==> config.mk <==
export PLATFORM = sky130hd
export DESIGN_NAME = fifo_uart_tx
export DESIGN_NICKNAME = d
export VERILOG_FILES = /design/src/rtl/uart_pkg.sv /design/src/rtl/uart_baud_gen.sv /design/src/rtl/fifo_uart_tx.sv
export SDC_FILE = /design/constraint.sdc
export NUM_CORES = 1
export LEC_CHECK = 0
export CAP_MARGIN = 20
export CORE_ASPECT_RATIO = 1.25
export CORE_MARGIN = 1.5
export CORE_UTILIZATION = 60
export CTS_CLUSTER_DIAMETER = 30
export DETAILED_ROUTE_END_ITERATION = 10
export DONT_BUFFER_PORTS = 1
export PLACE_DENSITY = 0.84
export SYNTH_ARGS = -nofsm -noshare
export SYNTH_HDL_FRONTEND = slang
export SYNTH_SLANG_ARGS = --single-unit
==> constraint.sdc <==
create_clock -name clk -period 3.9 [get_ports clk]
set_input_delay 0.195 -clock clk [delete_from_list [all_inputs] [get_ports clk]]
set_output_delay 0.195 -clock clk [all_outputs]
set_load 0.01 [all_outputs]
==> src/rtl/uart_pkg.sv <==
// Shared UART definitions: FSM state encoding and frame geometry.
// Kept separate so a future receiver can reuse the same encoding.
package uart_pkg;

  localparam int UART_DATA_BITS = 8;

  typedef enum logic [2:0] {
    IDLE  = 3'd0,
    FETCH = 3'd1,
    START = 3'd2,
    DATA  = 3'd3,
    STOP  = 3'd4
  } uart_state_t;

endpackage

==> src/rtl/uart_baud_gen.sv <==
// Baud counter: counts 0..CLKS_PER_BIT-1 and flags the last cycle of a bit.
// The clear input restarts the count so that every new state begins a full bit.
module uart_baud_gen #(
  parameter int CLKS_PER_BIT = 104
) (
  input  logic clk,
  input  logic rst,
  input  logic clear,
  output logic tick
);

  localparam int CNT_W = (CLKS_PER_BIT > 1) ? $clog2(CLKS_PER_BIT) : 1;
  localparam logic [CNT_W-1:0] LAST = CNT_W'(CLKS_PER_BIT - 1);

  logic [CNT_W-1:0] count_reg;

  // Count register: cleared by reset or a state change, wraps at the end of a bit.
  always_ff @(posedge clk) begin
    if (rst || clear) begin
      count_reg <= '0;
    end else if (tick) begin
      count_reg <= '0;
    end else begin
      count_reg <= count_reg + CNT_W'(1);
    end
  end

  assign tick = (count_reg == LAST);

endmodule

==> src/rtl/fifo_uart_tx.sv <==
// FIFO-draining 8N1 UART transmitter. Pops one byte per frame from a FIFO
// with one-cycle registered read latency and serialises it LSB first on tx.
module fifo_uart_tx
  import uart_pkg::*;
#(
  parameter int  CLKS_PER_BIT = 104,
  parameter int  FIFO_SIZE    = 128,
  localparam int FILL_BITS    = $clog2(FIFO_SIZE)
) (
  input  logic                 clk,
  input  logic                 rst,
  input  logic                 enable,
  input  logic [FILL_BITS-1:0] fifo_fill,
  output logic                 rd_en,
  input  logic [7:0]           rd_data,
  output logic                 tx,
  output logic                 busy,
  output logic                 tx_done
);

  uart_state_t               state_reg, state_next;
  logic [UART_DATA_BITS-1:0] shift_reg, shift_next;
  logic [2:0]                bit_idx_reg, bit_idx_next;
  logic                      tx_reg, tx_next;
  logic                      pop_next;
  logic                      tick;
  logic                      baud_clear;

  // Every state change restarts the bit timer so each phase lasts a full bit.
  assign baud_clear = (state_next != state_reg);

  uart_baud_gen #(
    .CLKS_PER_BIT(CLKS_PER_BIT)
  ) u_baud (
    .clk  (clk),
    .rst  (rst),
    .clear(baud_clear),
    .tick (tick)
  );

  // State, shift register, bit index and line register.
  always_ff @(posedge clk) begin
    if (rst) begin
      state_reg   <= IDLE;
      shift_reg   <= '0;
      bit_idx_reg <= '0;
      tx_reg      <= 1'b1;
    end else begin
      state_reg   <= state_next;
      shift_reg   <= shift_next;
      bit_idx_reg <= bit_idx_next;
      tx_reg      <= tx_next;
    end
  end

  // Next-state logic; the line level is decoded from the next state so tx is registered.
  always_comb begin
    state_next   = state_reg;
    shift_next   = shift_reg;
    bit_idx_next = bit_idx_reg;
    pop_next     = 1'b0;
    tx_next      = 1'b1;

    case (state_reg)
      IDLE: begin
        // Only IDLE may pop, so a late-updating fifo_fill can never cause a second read.
        if (enable && (fifo_fill != '0)) begin
          pop_next   = 1'b1;
          state_next = FETCH;
        end
      end
      FETCH: begin
        // rd_data is valid now, one cycle after the read strobe.
        shift_next = rd_data;
        state_next = START;
      end
      START: begin
        if (tick) begin
          state_next   = DATA;
          bit_idx_next = 3'd0;
        end
      end
      DATA: begin
        if (tick) begin
          if (bit_idx_reg == 3'(UART_DATA_BITS - 1)) begin
            state_next = STOP;
          end else begin
            shift_next   = shift_reg >> 1;
            bit_idx_next = bit_idx_reg + 3'd1;
          end
        end
      end
      STOP: begin
        if (tick) begin
          state_next = IDLE;
        end
      end
      default: begin
        state_next = IDLE;
      end
    endcase

    case (state_next)
      START:   tx_next = 1'b0;
      DATA:    tx_next = shift_next[0];
      default: tx_next = 1'b1;
    endcase
  end

  // Handshake and status decoded from registered state; reset masks them all.
  assign rd_en   = pop_next && !rst;
  assign busy    = !rst && ((state_reg != IDLE) || pop_next);
  assign tx_done = !rst && (state_reg == STOP) && tick;
  assign tx      = tx_reg;

endmodule

# == Yosys cells after proc, flatten, opt, wreduce, memory -nomap -nowiden ==
# Cells that the tools add are included.
# op_classes
addsub,2
n_eq_ne,12
n_mux,16
n_reduce_logical,16
# ops
op,count
3-bit 2-to-1 mux,8
8-bit 2-to-1 mux,2
8-bit case mux with 2 select lines,1
3-bit case mux with 5 select lines,1
3-bit by 2-bit == test with 1-bit output (second input constant),4
7-bit by 1-bit adder with 7-bit output (second input constant),1
7-bit == test (second input constant),1
7-bit nonzero test,1
3-bit == test (second input constant),2
2-bit != test (second input constant),3
3-bit case mux with 2 select lines,1
1-bit logical AND,5
4-bit AND reduction,1
2-bit nonzero test,2
3-bit by 1-bit adder with 3-bit output (second input constant),1
3-bit by 1-bit == test with 1-bit output (second input constant),1
3-bit logical NOT,1
3-bit != test,1
3-bit AND reduction,1
3-bit nonzero test,1
1-bit logical OR,2
1-bit 2-to-1 mux,2
1-bit case mux with 2 select lines,1
2-bit OR reduction,1
1-bit logical NOT,1
# word_totals
reg_bits,22
inputBits,18
word_cells,52

# == Depth between registers and ports, before layout ==
# logic_depth
ltp_word,7
depth_mapped,7

# == By module ==
# Synthesis repeated with hierarchy kept, for this count alone.
# hier_totals
cells_unflattened,123
area_unflattened_um2,1103.6
# modules_own_cells
module,instances,cells_per_inst,area_per_inst_um2,seq_area_each_um2
fifo_uart_tx,1,89,800.8,300.3
uart_baud_gen,1,34,302.8,140.1

# == Least setup slack after synthesis ==
# Ideal clock, no wire load.
# synth_timing
path_kind,flip-flop to flip-flop
startpoint,reg bit_idx_reg[0]
endpoint,reg shift_reg[5]
setup_time_ns,0.074
arrival_ns,1.535
required_ns,3.826
setup_slack_ns,2.291
stages_incl_launch_ff,8
period_less_slack_ns,1.609
path_cell_list,dfxtp_1 -> ha_1 -> ha_1 -> nor4b_4 -> buf_4 -> and4_1 -> o21ai_1 -> a31oi_1
# synth_between
elab_chain_len,3
# synth_lines
element,line,text
from (decl),fifo_uart_tx.sv:23,"logic [2:0] bit_idx_reg, bit_idx_next;"
from (signal assigned),fifo_uart_tx.sv:51,bit_idx_reg <= bit_idx_next;
3-bit == test,fifo_uart_tx.sv:85,if (bit_idx_reg == 3'(UART_DATA_BITS - 1)) begin
2-bit != test (no line),--,
3-bit AND reduction (no line),--,
to (signal assigned),fifo_uart_tx.sv:50,shift_reg <= shift_next;
to (decl),fifo_uart_tx.sv:22,"logic [UART_DATA_BITS-1:0] shift_reg, shift_next;"
# No other way between the ends.
# A chain may end at the register's enable or synchronous reset.

# == Worst setup path after layout ==
# layout_timing
startpoint,reg u_baud.count_reg[0]
endpoint,out tx_done
# layout_between
elab_chain_len,2
# layout_lines
element,line,text
from (decl),uart_baud_gen.sv:15,logic [CNT_W-1:0] count_reg;
from (signal assigned),uart_baud_gen.sv:24,count_reg <= count_reg + CNT_W'(1);
7-bit == test,uart_baud_gen.sv:28,assign tick = (count_reg == LAST);
1-bit logical AND,fifo_uart_tx.sv:113,assign tx_done = !rst && (state_reg == STOP) && tick;
to (decl),fifo_uart_tx.sv:18,output logic tx_done
# No other way between the ends.

==> results.rst <==
.. list-table::
   :header-rows: 1

   * - Metric
     - Value
   * - Number of pins exceeding their max-slew limit in the final report
     - 0
   * - Number of cells on the worst reg-to-reg path
     - 6
   * - Net switching power of the design
     - roughly 0.11 mW
   * - Largest net degree at the start of global routing
     - 26
   * - Start point of the worst min-delay path
     - rd_data[7]
   * - Initial DRT Pass Iterations
     - 7
   * - Detailed placer's ending HPWL
     - roughly 1.7 mm
   * - Die Area
     - between 2000 and 2500 µm²
   * - Netlist area before placement
     - approximately 1300 µm²
   * - # rows
     - 18
   * - Post-synthesis share of cell area spent on full adders, half adders and majority gates
     - 0.0293
   * - Net count reported at finish
     - 165
   * - Routability congestion estimate
     - roughly 0.78
   * - Final core utilization
     - 0.644
   * - Power Internal
     - ~0.36 mW
   * - Via density
     - ~6.4
   * - Static Leakage
     - approximately 0.4 nW
   * - Actual slew at the worst max-slew pin
     - about 0.84 ns
   * - Global Route Usage Sum
     - 0.220
   * - Detailed-route via count
     - a little over 1k
   * - Distinct cell type count of the synthesized netlist
     - 37
   * - Root Buffer
     - sky130_fd_sc_hd__clkbuf_4
   * - Worst hold path stage count
     - 2
   * - Antenna diodes
     - 0
   * - Share of synthesized registers carrying an async set or reset
     - 0
   * - Critical-path maximum fanout
     - 19
   * - Nets in the synthesized netlist
     - 170
   * - Count of yosys warnings during synthesis
     - 0
   * - Reg-to-Reg End
     - shift_reg[2]$_SDFFE_PP0P_
   * - Die width
     - roughly 44 µm
   * - Number of standard cells after synthesis
     - 149
   * - I/O pin count
     - 22
   * - Y dimension of the die
     - roughly 55 µm
   * - Endpoint arrival time on the critical path
     - 1.79 ns
   * - TritonCTS Buffers
     - 3
   * - Post-CTS setup-driven buffer insertion count
     - 0
   * - Worst Hold End
     - shift_reg[7]$_SDFFE_PP0P_
   * - Maximum clock path buffer count
     - 2
   * - Initial antenna violation count
     - 0
   * - EDFF count, synth
     - 0
   * - Final Cycle Share
     - 0.509
   * - Setup slack of the critical path after layout
     - about 1.9 ns
   * - Synth Area in Simple Gates
     - 0.326
   * - Violations in the final reports
     - design-rule violations
   * - Comb pwr share
     - 0.095
   * - Depth of the CTS H-tree
     - 1
   * - Register bit total from synthesis
     - 22
   * - Outcome
     - complete, but fails checks
   * - Power per cell area
     - 361 nW/µm²
   * - Area added between synthesis and finish
     - 0.782%
   * - Commonest non-fill, non-tap cell in the layout
     - sky130_fd_sc_hd__dfxtp_1
   * - Startpoint of the worst register-to-register path
     - bit_idx_reg[0]$_SDFFE_PP0P_
   * - Core area
     - about 2000 µm²
   * - Unrepaired setup endpoints after global routing
     - false
   * - Final Hold Vio Count
     - 0
   * - Most used flip-flop cell after synthesis
     - sky130_fd_sc_hd__dfxtp_1
   * - Element type at the critical path end
     - primary output
   * - Post-Synthesis Mean Instance Area
     - between 8 and 9 µm²
   * - Number of violations of the max-capacitance limit
     - 0
   * - Startpoint type of the worst setup path
     - register
   * - Post-route worst hold slack
     - roughly 0.0078 ns
   * - Total wire length
     - ~2.5 mm
   * - Clock tree sinks
     - 22
   * - Fraction of layout instances using a drive strength above 1
     - 0.0769
   * - Clock network power share
     - 0.375
   * - Antenna violation net count after detailed routing
     - 0
   * - Clock-pin transition on the worst setup and hold timing paths
     - around 0.13 ns
   * - Final period demand of the worst path
     - between 1.5 and 2 ns
   * - Clock network latency to the later pin of the worst-skew pair
     - ~0.31 ns
   * - Final TNS setup
     - 0 ns
   * - Global-route wire length before repair
     - roughly 3.9 mm
   * - Final setup violating endpoints
     - 0
   * - Sequential share of power
     - 0.530
   * - Peak supply drop
     - 0.243 mV
   * - Share of synthesized area occupied by flip-flops and latches
     - 0.344
   * - Combinational family with the most area after synthesis
     - simple AND/OR/NAND/NOR gates
   * - Via count of the first global-routing pass
     - 866
   * - Iteration-0 DRC count of the detailed router
     - 35
   * - Total congestion overflow
     - 0
   * - Worst min-delay path class
     - in2reg
   * - Quantity of I/O buffers inserted on ports
     - 0
   * - Maximum clock frequency
     - between 500 and 600 MHz
   * - Starting utilization of the core area
     - 0.639
   * - Worst rel slew slack
     - 0.437
   * - Path type of the worst setup path
     - reg2out
   * - Average wire per standard cell
     - around 15 µm
   * - Worst reg-to-reg setup slack
     - roughly 1.9 ns
   * - Share of cell area taken by muxes after synthesis
     - 0
   * - Residual DRC
     - 2
   * - CTS tree
     - yes
   * - Synth Area in Compound Gates
     - 0.199
   * - Critical Path RT
     - between 3 and 4 ns
   * - Xor/xnor cell area share of the yosys netlist
     - 0.0342
   * - Largest register FFs
     - 8
   * - Commonest cells after routing, fill and taps aside
     - 22 x sky130_fd_sc_hd__dfxtp_1, 14 x sky130_fd_sc_hd__nand2_1, 14 x sky130_fd_sc_hd__nor2_1
   * - Worst slack, placed
     - 1.98 ns
   * - Switching portion of total power
     - 0.232
   * - Layout Skew
     - roughly 0.0056 ns
## through the flow
step           power, mW  cells  area (µm²)
2_1_floorplan      0.289    149        1280
3_3_place_gp       0.290    158        1230
3_5_place_dp       0.293    158        1230
4_1_cts            0.469    163        1290
5_1_grt            0.482    163        1290
6_report           0.465    163        1290
## cells in the mapped netlist (3+ instances only)
cell,number,area [µm²]
sky130_fd_sc_hd__and4_1,6,52.6
sky130_fd_sc_hd__clkbuf_1,3,11.3
sky130_fd_sc_hd__a21oi_1,9,45.0
sky130_fd_sc_hd__ha_1,3,37.5
sky130_fd_sc_hd__buf_4,3,22.5
sky130_fd_sc_hd__nor2_1,14,52.6
sky130_fd_sc_hd__dfxtp_1,22,440
sky130_fd_sc_hd__nand4_1,3,18.8
sky130_fd_sc_hd__nor2b_1,3,18.8
sky130_fd_sc_hd__nand3_1,4,20.0
sky130_fd_sc_hd__buf_6,3,33.8
sky130_fd_sc_hd__nand3b_1,8,60.1
sky130_fd_sc_hd__nand2_1,14,52.6
sky130_fd_sc_hd__a21boi_0,7,52.6
sky130_fd_sc_hd__or3_1,5,31.3
sky130_fd_sc_hd__xnor2_1,3,26.3
sky130_fd_sc_hd__o21ai_0,8,40.0
sky130_fd_sc_hd__a31oi_1,6,37.5
## kinds of logic (layout without fill, tap and decap cells)
| logic type | count (synthesis) | count (layout) |
|---|---|---|
| buf+inv | 13 | 7 |
| simple gates | 68 | 68 |
| xor+xnor | 5 | 5 |
| compound gates | 38 | 38 |
| fa+ha+maj | 3 | 3 |
| flops | 22 | 22 |
## worst max-delay path, stage by stage (launching register included)
cell and delay (ns):
sky130_fd_sc_hd__dfxtp_1 0.38, sky130_fd_sc_hd__ha_1 0.23, sky130_fd_sc_hd__and3_2 0.39, sky130_fd_sc_hd__nand2_1 0.13, sky130_fd_sc_hd__nor3_1 0.34
## cell type report
cell class	count	area [µm²]
Fill cell	163	714
Tap cell	20	25.0
Inverter	2	7.51
Sequential cell	22	440
Clock buffer	3	22.5
Multi-Input combinational cell	114	754
Timing Repair Buffer	1	10.0
Clock inverter	1	30.0
## layer usage
| layer | share of wire | global-route usage |
|---|---|---|
| met5 | 0 | 0 |
| met4 | 0.0044 | 0.0657 |
| met3 | 0.053 | 0.0627 |
| met2 | 0.51 | 0.382 |
| met1 | 0.44 | 0.263 |
## power by group through the flow
stage	clock network [mW]	registers, mW	logic, mW
floorplan	0	0.245	0.0448
global placement	0	0.251	0.0387
detailed placement	0	0.252	0.0409
CTS	0.179	0.247	0.0440
global route	0.185	0.249	0.0484
finish	0.175	0.247	0.0442
## worst max path at each step
| stage | start | to | slack (ns) | cells past startpoint |
|---|---|---|---|---|
| final | u_baud.count_reg[0]$_SDFF_PP0_ | tx_done | 1.92 | 4 |
| after global routing | bit_idx_reg[0]$_SDFFE_PP0P_ | shift_reg[2]$_SDFFE_PP0P_ | 1.72 | 6 |
| after CTS | u_baud.count_reg[0]$_SDFF_PP0_ | tx_done | 1.91 | 4 |
| after detailed placement | bit_idx_reg[0]$_SDFFE_PP0P_ | shift_reg[2]$_SDFFE_PP0P_ | 1.98 | 6 |
| after global placement | bit_idx_reg[0]$_SDFFE_PP0P_ | shift_reg[3]$_SDFFE_PP0P_ | 2.11 | 6 |
| after floorplan | bit_idx_reg[0]$_SDFFE_PP0P_ | shift_reg[5]$_SDFFE_PP0P_ | 2.29 | 7 |
## repair_timing
action,in CTS,in global routing
endpoints found under the hold margin,13,0
hold buffers,1,0
gates resized for setup,0,0
Note: power is estimated with default switching activity, not from simulation.
